--- src/rtl/add_sub_pkg.sv ---
// Shared constants for the serial adder-subtractor: FSM state encoding and
// operation mode values.
package add_sub_pkg;

  localparam logic [1:0] ST_IDLE = 2'd0;
  localparam logic [1:0] ST_RUN  = 2'd1;
  localparam logic [1:0] ST_DONE = 2'd2;

  localparam logic MODE_ADD = 1'b0;
  localparam logic MODE_SUB = 1'b1;

endpackage : add_sub_pkg

--- src/rtl/add_sub_slice.sv ---
// Combinational DIGIT-bit ripple-carry slice; also exposes the carry into its
// MSB so the top level can derive signed overflow on the final slice.
module add_sub_slice #(
  parameter int DIGIT = 4
) (
  input  logic [DIGIT-1:0] a_i,
  input  logic [DIGIT-1:0] b_i,
  input  logic             cin_i,
  output logic [DIGIT-1:0] sum_o,
  output logic             cout_o,
  output logic             cmsb_o
);

  logic carry;

  // NOTE: every output gets a default before the loop so no path leaves a
  // variable unassigned, which would otherwise infer a latch.
  always_comb begin
    carry  = cin_i;
    sum_o  = '0;
    cmsb_o = 1'b0;
    for (int i = 0; i < DIGIT; i++) begin
      if (i == DIGIT - 1) cmsb_o = carry;
      sum_o[i] = a_i[i] ^ b_i[i] ^ carry;
      carry    = (a_i[i] & b_i[i]) | (carry & (a_i[i] ^ b_i[i]));
    end
    cout_o = carry;
  end

endmodule : add_sub_slice

--- src/rtl/serial_add_sub.sv ---
// Multi-cycle two's-complement adder-subtractor: one WIDTH-bit operation is
// processed DIGIT bits per clock through a shared slice, with valid/ready on both sides.
module serial_add_sub
  import add_sub_pkg::*;
#(
  parameter int WIDTH = 16,
  parameter int DIGIT = 4
) (
  input  logic             clk,
  input  logic             rst_n,
  input  logic             in_valid,
  output logic             in_ready,
  input  logic [WIDTH-1:0] a,
  input  logic [WIDTH-1:0] b,
  input  logic             mode,
  output logic             out_valid,
  input  logic             out_ready,
  output logic [WIDTH-1:0] sum,
  output logic             c_out,
  output logic             overflow,
  output logic             zero
);

  localparam int NSLICE = WIDTH / DIGIT;
  localparam int CW     = (NSLICE > 1) ? $clog2(NSLICE) : 1;
  localparam logic [CW-1:0] LAST = CW'(NSLICE - 1);

  logic [1:0]       state_q, state_d;
  logic [WIDTH-1:0] a_q, a_d;
  logic [WIDTH-1:0] b_q, b_d;
  logic             carry_q, carry_d;
  logic [CW-1:0]    cnt_q, cnt_d;
  logic [WIDTH-1:0] sum_q, sum_d;
  logic             c_out_q, c_out_d;
  logic             ovf_q, ovf_d;
  logic             zero_q, zero_d;

  logic [DIGIT-1:0] slice_sum;
  logic             slice_cout;
  logic             slice_cmsb;

  add_sub_slice #(.DIGIT(DIGIT)) u_slice (
    .a_i    (a_q[cnt_q*DIGIT +: DIGIT]),
    .b_i    (b_q[cnt_q*DIGIT +: DIGIT]),
    .cin_i  (carry_q),
    .sum_o  (slice_sum),
    .cout_o (slice_cout),
    .cmsb_o (slice_cmsb)
  );

  always_comb begin
    state_d = state_q;
    a_d     = a_q;
    b_d     = b_q;
    carry_d = carry_q;
    cnt_d   = cnt_q;
    sum_d   = sum_q;
    c_out_d = c_out_q;
    ovf_d   = ovf_q;
    zero_d  = zero_q;
    case (state_q)
      ST_IDLE: begin
        if (in_valid) begin
          // Subtraction is A + ~B + 1: invert B once here, inject the +1 as carry-in.
          a_d     = a;
          b_d     = b ^ {WIDTH{mode}};
          carry_d = (mode == MODE_SUB);
          cnt_d   = '0;
          state_d = ST_RUN;
        end
      end
      ST_RUN: begin
        sum_d[cnt_q*DIGIT +: DIGIT] = slice_sum;
        carry_d = slice_cout;
        cnt_d   = cnt_q + 1'b1;
        if (cnt_q == LAST) begin
          c_out_d = slice_cout;
          ovf_d   = slice_cmsb ^ slice_cout;
          zero_d  = (sum_d == '0);
          cnt_d   = '0;
          state_d = ST_DONE;
        end
      end
      ST_DONE: begin
        if (out_ready) state_d = ST_IDLE;
      end
      default: state_d = ST_IDLE;
    endcase
  end

  // NOTE: sequential state uses non-blocking assignments so every register
  // samples the pre-edge values; all registers, operands included, reset to 0.
  always_ff @(posedge clk or negedge rst_n) begin
    if (!rst_n) begin
      state_q <= ST_IDLE;
      a_q     <= '0;
      b_q     <= '0;
      carry_q <= 1'b0;
      cnt_q   <= '0;
      sum_q   <= '0;
      c_out_q <= 1'b0;
      ovf_q   <= 1'b0;
      zero_q  <= 1'b0;
    end else begin
      state_q <= state_d;
      a_q     <= a_d;
      b_q     <= b_d;
      carry_q <= carry_d;
      cnt_q   <= cnt_d;
      sum_q   <= sum_d;
      c_out_q <= c_out_d;
      ovf_q   <= ovf_d;
      zero_q  <= zero_d;
    end
  end

  assign in_ready  = (state_q == ST_IDLE);
  assign out_valid = (state_q == ST_DONE);
  assign sum       = sum_q;
  assign c_out     = c_out_q;
  assign overflow  = ovf_q;
  assign zero      = zero_q;

endmodule : serial_add_sub
--- config.mk ---
export PLATFORM = sky130hd
export DESIGN_NAME = serial_add_sub
export DESIGN_NICKNAME = d
export VERILOG_FILES = /design/src/rtl/add_sub_pkg.sv /design/src/rtl/add_sub_slice.sv /design/src/rtl/serial_add_sub.sv
export SDC_FILE = /design/constraint.sdc
export NUM_CORES = 1
export LEC_CHECK = 0
export ABC_AREA = 1
export CAP_MARGIN = 20
export CORE_MARGIN = 2
export CORE_UTILIZATION = 47
export DETAILED_ROUTE_END_ITERATION = 12
export PLACE_DENSITY_LB_ADDON = 0.25
export SLEW_MARGIN = 20
export SYNTH_ARGS = -nofsm -noshare
export SYNTH_HDL_FRONTEND = slang
export SYNTH_HIERARCHICAL = 1
export SYNTH_SLANG_ARGS = --single-unit
--- constraint.sdc ---
create_clock -name clk -period 3.4 [get_ports clk]
set_input_delay 0.68 -clock clk [delete_from_list [all_inputs] [get_ports clk]]
set_output_delay 0.68 -clock clk [all_outputs]
set_load 0.01 [all_outputs]
==> results of run 1 <==
## cell families after synthesis
| kind of cell | synth area share [%] |
|---|---|
| XOR/XNOR | 4.97 |
| adder cells (fa/ha/maj) | 5.18 |
| flip-flops | 46.8 |
| AND/OR/NAND/NOR | 25.2 |
| buffers and inverters | 6.81 |
| AO/OA/AOI/OAI | 11.1 |
## state kept, by name, summed over array words and instances (netlist names)
signal    cells
a_q          16
b_q          16
sum          16
cnt_q         2
state_q       2
c_out         1
carry_q       1
overflow      1
zero          1
## path summary, 6_finish.rpt
| kind | start | to | slack (ns) | cells after the start |
|---|---|---|---|---|
| max in group asynchronous | rst_n | sum[6]$_DFFE_PN0P_ | 2.20 | 2 |
| worst max register to register | cnt_q[0]$_DFFE_PN0P_ | zero$_DFFE_PN0P_ | 0.30 | 16 |
| worst min register to register | b_q[11]$_DFFE_PN0P_ | b_q[11]$_DFFE_PN0P_ | 0.49 | 2 |
| worst min-delay path | rst_n | a_q[10]$_DFFE_PN0P_ | 0.43 | 1 |
| min in group clk | b_q[11]$_DFFE_PN0P_ | b_q[11]$_DFFE_PN0P_ | 0.49 | 2 |
| worst max-delay path | cnt_q[0]$_DFFE_PN0P_ | zero$_DFFE_PN0P_ | 0.30 | 16 |
## power groups by stage
stage                     registers [mW]  clock network (mW)  logic, mW
final                               1.19               0.363       2.14
after detailed placement            1.20                   0       2.07
after global routing                1.23               0.393       2.43
after floorplan                     1.17                   0       1.45
after global placement              1.21                   0       2.01
after CTS                           1.19               0.371       2.08
## critical path, stage by stage (launching register included)
cell and delay [ns]:
dfrtp_2 0.48, clkinv_4 0.10, o21ai_0 0.10, o22ai_2 0.17
fa_2 0.23, inv_1 0.05, fa_1 0.37, fa_1 0.37
inv_1 0.10, fa_1 0.46, nand3_1 0.13, o21ai_0 0.13
nor2_1 0.12, nand2_1 0.05, nor2_1 0.08, nand2_1 0.05
nand2_1 0.05
## synth_stat cells (all sizes together)
master and number:
buf 14, fa 4, o31ai 1, inv 27, a31oi 9, nor2 45
nand3 13, clkbuf 1, dfrtp 56, a22oi 1, nand3b 1, xnor2 17
nand2 134, ha 6, o22ai 8, o21ai 42
## metal layers
metal | track usage (%) | wire, um | share of wire [%] | vias up
met1 | 25.3 | 2950 | 45 | 1198
li1 | - | - | - | 1329
met4 | 4.55 | 65 | 1.0 | 0
met2 | 34.1 | 3240 | 50 | 60
met3 | 3.56 | 248 | 3.8 | 5
met5 | 0 | 0 | 0 | -
## final cells by class
cell class                 count  share of cell area [%]
tap                           77                    2.56
multi-input combinational    281                    37.3
clock buffer                   5                    1.83
timing repair buffer          70                    17.6
inverter                      27                    2.83
clock inverter                 3                   0.499
sequential                    56                    37.3
## per-stage QoR
step,instances,hold WS [ns]
5_1_grt,519,0.495
3_3_place_gp,507,0.469
3_5_place_dp,507,0.468
6_report,519,0.431
4_1_cts,515,0.462
2_1_floorplan,379,0.384
## what timing repair did
action                                  in CTS  in global routing
endpoints found under the setup margin       0                  1
gates resized for setup                      0                  8
setup buffers                                0                  4
==> metrics.md, run 1 <==
| Metric | Value |
|---|---|
| Outcome | `finished clean` |
| Reg clk slew, reported paths | `0.10 ns` |
| Pin count of the biggest net entering global routing | `50` |
| P_sw | `1.69 mW` |
| Multi-input gate area | `0.00141 mm2` |
| Pre-CTS WS | `0.187 ns` |
| Antenna diode count | `0` |
| Final setup violation count | `0` |
| Leakage dissipation | `1.80 nW` |
| Min Clock Period, post-route | `3.10 ns` |
| DR vias | `2592` |
| Max Freq | `323 MHz` |
| Dpl hpwl | `5010 um` |
| Clock Path Buffers | `2` |
| Mapped Area | `0.00300 mm2` |
| Final #Nets | `488` |
| Die width | `83.8 um` |
| Critical Path Fanout Max | `10` |
| WL/cell | `12.5 um` |
| Reg area | `0.00140 mm2` |
| First-pass GRT wire length | `11200 um` |
| Clock Skews | `0.00476 ns` |
| Largest area contributor in the netlist | `dfrtp_1` |
| Avg Cell Area, Syn | `7.90 um2` |
| Initial Utilization | `48.0%` |
| CTS sink cnt | `56` |
| Register area share after synthesis | `46.8%` |
| DRT antenna net count | `0` |
| Rel. slew slack | `42.7%` |
| Fin. Hold Viols | `0` |
| Arrival @ worst endpoint | `3.35 ns` |
| VDD IR max | `527 uV` |
| Comb pwr share | `57.8%` |
| Clock power frac | `9.8%` |
| Number of antenna violations at the first check in global routing | `0` |
| Switching Fraction | `45.8%` |
| Die Y-Extent | `83.8 um` |
| Final critical-path share of the clock period | `91.1%` |
| Commonest cells after routing, fill and taps aside | `133 x nand2_1, 56 x clkdlybuf4s50_1, 54 x dfrtp_1` |
| Vias in the first global route | `2431` |
| Mapped Cells | `379` |
| Ys Warns | `6` |
| Clock Tree Root | `clkbuf_8` |
| Synth area leaders | `dfrtp_1 47%, nand2_1 17%, o21ai_0 6.9%, nor2_1 5.5%, xnor2_1 5.0%` |
| Critical Path Start Type | `flip-flop` |
| Hold buffer count at CTS | `0` |
| Row count | `29` |
| Max-Cap Viols | `0` |
| Post-route cell area | `0.00376 mm2` |
| Share of layout cells above drive strength 1 | `7.69%` |
| Pwr Density | `982 mW/mm2` |
| Internal | `2.00 mW` |
| Global Route Usage Sum | `19.5%` |
| Total negative slack | `0 ns` |
| Final Routed Wirelength | `6500 um` |
| Syn Nets | `426` |
| DR iter-0 viols | `175` |
| GPL Wtd Cong | `0.913` |
| Crit. End Element | `flip-flop` |
| Fillers | `588` |
| Worst hold path class | `in -> async` |
| Vias per cell | `4.99` |
| Detailed-router iteration count before antenna repair | `5` |
| Most common cell after layout, fill and taps aside | `nand2_1` |
| Cell Area, Placed | `0.00362 mm2` |
| CTS buffer count | `5` |
| Clock insertion delay at the later pin of the skew report | `0.31 ns` |
| Yosys cell types | `22` |
| CTS tree | `done` |
| Utilization after layout | `60.3%` |
| Synth top area share | `46.8%` |
| CTS H-Tree Depth | `2` |
| Flop pwr share | `32.3%` |
| I/O Buffers | `57` |
| Core ar. | `0.00624 mm2` |
| Slew Limit Fails | `0` |
| Area delta synth->final | `25.6%` |
| DRC | `0` |
| RSZ-0062 raised after global routing | `no` |
| Ports | `58` |
| Die footprint | `0.00703 mm2` |
| Crit path kind | `reg -> reg` |
| Total power | `3.69 mW` |
| Grt ovf | `0` |
| Slew of the pin with the lowest slew margin | `0.857 ns` |
| Setup WS post-layout | `0.304 ns` |
| Post-synthesis register bit count | `56` |
| WP data required | `3.66 ns` |
Note: power is estimated with default switching activity, not from simulation.
==> inputs of run 2 (changes only) <==
--- a/config.mk
+++ b/config.mk
@@ -7,9 +7,12 @@
 export LEC_CHECK = 0
 export ABC_AREA = 1
 export CAP_MARGIN = 20
+export CORE_ASPECT_RATIO = 0.75
 export CORE_MARGIN = 2
-export CORE_UTILIZATION = 47
+export CORE_UTILIZATION = 49
+export CTS_BUF_LIST = sky130_fd_sc_hd__clkbuf_4
 export DETAILED_ROUTE_END_ITERATION = 12
+export GPL_ROUTABILITY_DRIVEN = 0
 export PLACE_DENSITY_LB_ADDON = 0.25
 export SLEW_MARGIN = 20
 export SYNTH_ARGS = -nofsm -noshare
==> run 2 against run 1 <==
Net effect:
- via count is 1.2% higher
- core utilization up 3.1 points
- first-iteration DRC count grew 6.9%
- clock skew up 0.0062 ns
- critical path type unchanged
- critical endpoint unchanged
==> metrics.md, run 2 (synthesis gave the netlist of run 1 again) <==
| Metric | Value |
|---|---|
| Outcome | `finished clean` |
| Grt ovf | `0 (unchanged)` |
| Total negative slack | `0 ns (unchanged)` |
| CTS buffer count | `5 (unchanged)` |
| Crit path largest cell delay | `0.57 ns (+0.09 ns)` |
| Antenna diode count | `0 (unchanged)` |
| Max Freq | `313 MHz (-3.1%)` |
| CTS sink cnt | `56 (unchanged)` |
| Slew of the pin with the lowest slew margin | `0.892 ns (+0.0351 ns)` |
| FF-to-FF setup slack | `0.20 ns (-0.10 ns)` |
| Vias per cell | `5.07 (+1.5%)` |
| Pwr Density | `992 mW/mm2 (+1.0%)` |
| Initial Utilization | `51.2% (+3.2 points)` |
| Arrival @ worst endpoint | `3.46 ns (+0.11 ns)` |
| Final #Nets | `486 (-0.41%)` |
| Most common cell after layout, fill and taps aside | `nand2_1` |
| Dpl hpwl | `5100 um (+1.7%)` |
| DRC | `0 (unchanged)` |
| Row count | `24 (-17%)` |
| Max-Cap Viols | `0 (unchanged)` |
| Fin. Hold Viols | `0 (unchanged)` |
| Die width | `94.3 um (+12%)` |
| Leakage dissipation | `1.77 nW (-1.8%)` |
| Most used cell, CP | `nand2_1` |
| Clock insertion delay at the later pin of the skew report | `0.36 ns (+0.05 ns)` |
| Worst hold path class | `in -> async` |
| Rel. slew slack | `40.3% (-2.3 points)` |
| Crit path capture | `zero$_DFFE_PN0P_` |
| First-pass GRT wire length | `11900 um (+6.8%)` |
| CP Cell Sequence | `clkinv_4, o21ai_0, o22ai_2, fa_2, inv_1, fa_2, fa_1, inv_2, fa_1, nand3_1, o21ai_0, nor2_1, nand2_1, nor2_1, nand2_1, nand2_1` |
| Reg2reg end | `zero$_DFFE_PN0P_` |
| Slew Limit Fails | `0 (unchanged)` |
| RSZ-0062 raised after global routing | `no` |
| Number of antenna violations at the first check in global routing | `0 (unchanged)` |
| Die footprint | `0.00676 mm2 (-3.8%)` |
| Crit path kind | `reg -> reg` |
| Die Y-Extent | `71.7 um (-14%)` |
| Ports | `58 (unchanged)` |
| Final Routed Wirelength | `7000 um (+7.6%)` |
| Global Route Usage Sum | `22.1% (+2.6 points)` |
| Commonest cells after routing, fill and taps aside | `133 x nand2_1, 56 x clkdlybuf4s50_1, 54 x dfrtp_1` |
| Reg2Reg Depth | `16 (unchanged)` |
| Share of layout cells above drive strength 1 | `7.52% (-0.18 points)` |
| Clock Skews | `0.0109 ns (+0.00619 ns)` |
| VDD IR max | `562 uV (+6.7%)` |
| DRT antenna net count | `0 (unchanged)` |
| Critical Path Fanout Max | `13 (+3)` |
| Worst path depth | `16 (unchanged)` |
| Final setup violation count | `0 (unchanged)` |
| CP top delay family | `adder cells` |
| Reg2reg start | `cnt_q[0]$_DFFE_PN0P_` |
| WP data required | `3.67 ns (about the same)` |
| CTS H-Tree Depth | `2 (unchanged)` |
| Area delta synth->final | `23.9%` |
| WP buf/inv | `3 (unchanged)` |
| WL/cell | `13.5 um (+8.0%)` |
| DR iter-0 viols | `187 (+6.9%)` |
| Detailed-router iteration count before antenna repair | `5 (unchanged)` |
| Crit. Startpoint | `cnt_q[0]$_DFFE_PN0P_` |
| CTS tree | `done` |
| I/O Buffers | `57 (unchanged)` |
| Clock Tree Root | `clkbuf_4` |
| Final critical-path share of the clock period | `94.0% (+3.0 points)` |
| Min Clock Period, post-route | `3.20 ns (+0.100 ns)` |
| Critical Path Start Type | `flip-flop` |
| Core ar. | `0.00586 mm2 (-6.2%)` |
| CP max-delay cell | `fa_1` |
| Total power | `3.68 mW (-0.37%)` |
| Reg clk slew, reported paths | `0.15 ns (+0.05 ns)` |
| Clock Path Buffers | `2 (unchanged)` |
| Crit. End Element | `flip-flop` |
| DR vias | `2622 (+1.2%)` |
| Vias in the first global route | `2451 (+0.82%)` |
| Pin count of the biggest net entering global routing | `50 (unchanged)` |
[run 2: cell types whose count changed in the layout (fill, tap and decap cells not counted), sizes merged]
cell and delta:
clkinv -2, buf -2, clkbuf +1
[run 2: how the worst min path moves through the flow]
stage                       start            endpoint  slack, ns  cells past startpoint
5_1_grt                     rst_n  a_q[5]$_DFFE_PN0P_       0.36                      1
2_1_floorplan               rst_n  a_q[0]$_DFFE_PN0P_       0.38                      0
3_5_place_dp   a_q[6]$_DFFE_PN0P_  a_q[6]$_DFFE_PN0P_       0.46                      2
3_3_place_gp    c_out$_DFFE_PN0P_   c_out$_DFFE_PN0P_       0.47                      2
6_report                    rst_n  sum[0]$_DFFE_PN0P_       0.34                      1
4_1_cts                     rst_n  sum[5]$_DFFE_PN0P_       0.36                      1
[run 2: what timing repair did]
item	in CTS	in global routing
resized for setup	0	11
buffers inserted	0	5
setup endpoints to repair	0	1
hold buffers	0	0
[run 2: area by class of cell]
cell class / instances / area, um2
Fill cell: 545 / 2150
Sequential cell: 56 / 1400
Inverter: 27 / 106
Clock buffer: 6 / 45.0
Tap cell: 78 / 97.6
Clock inverter: 1 / 5.00
Multi-Input combinational cell: 281 / 1400
Timing Repair Buffer: 68 / 648
[run 2: routing by layer]
| layer | vias to the layer above | global-route usage [%] | wire (um) |
|---|---|---|---|
| met4 | 0 | 3.22 | 72 |
| met2 | 92 | 30.6 | 2770 |
| met5 | - | 0 | 0 |
| li1 | 1323 | - | - |
| met1 | 1199 | 35.7 | 3620 |
| met3 | 8 | 5.57 | 538 |
[run 2: power by group]
part	switching, mW	internal (mW)
sequential	0.232	0.972
combinational	1.31	0.889
clock	0.192	0.0849
total	1.73	1.95
[run 2: stage by stage]
stage	std cells	hold WS [ns]	setup slack, ns	utilization (%)	instance area (um2)
after floorplan	379	0.384	0.206	-	3000
after global placement	505	0.466	0.311	61.5	3600
after detailed placement	505	0.463	0.134	61.5	3600
after CTS	512	0.357	0.101	62.4	3650
after global routing	517	0.364	0.00578	63.4	3710
final	517	0.342	0.204	63.4	3710
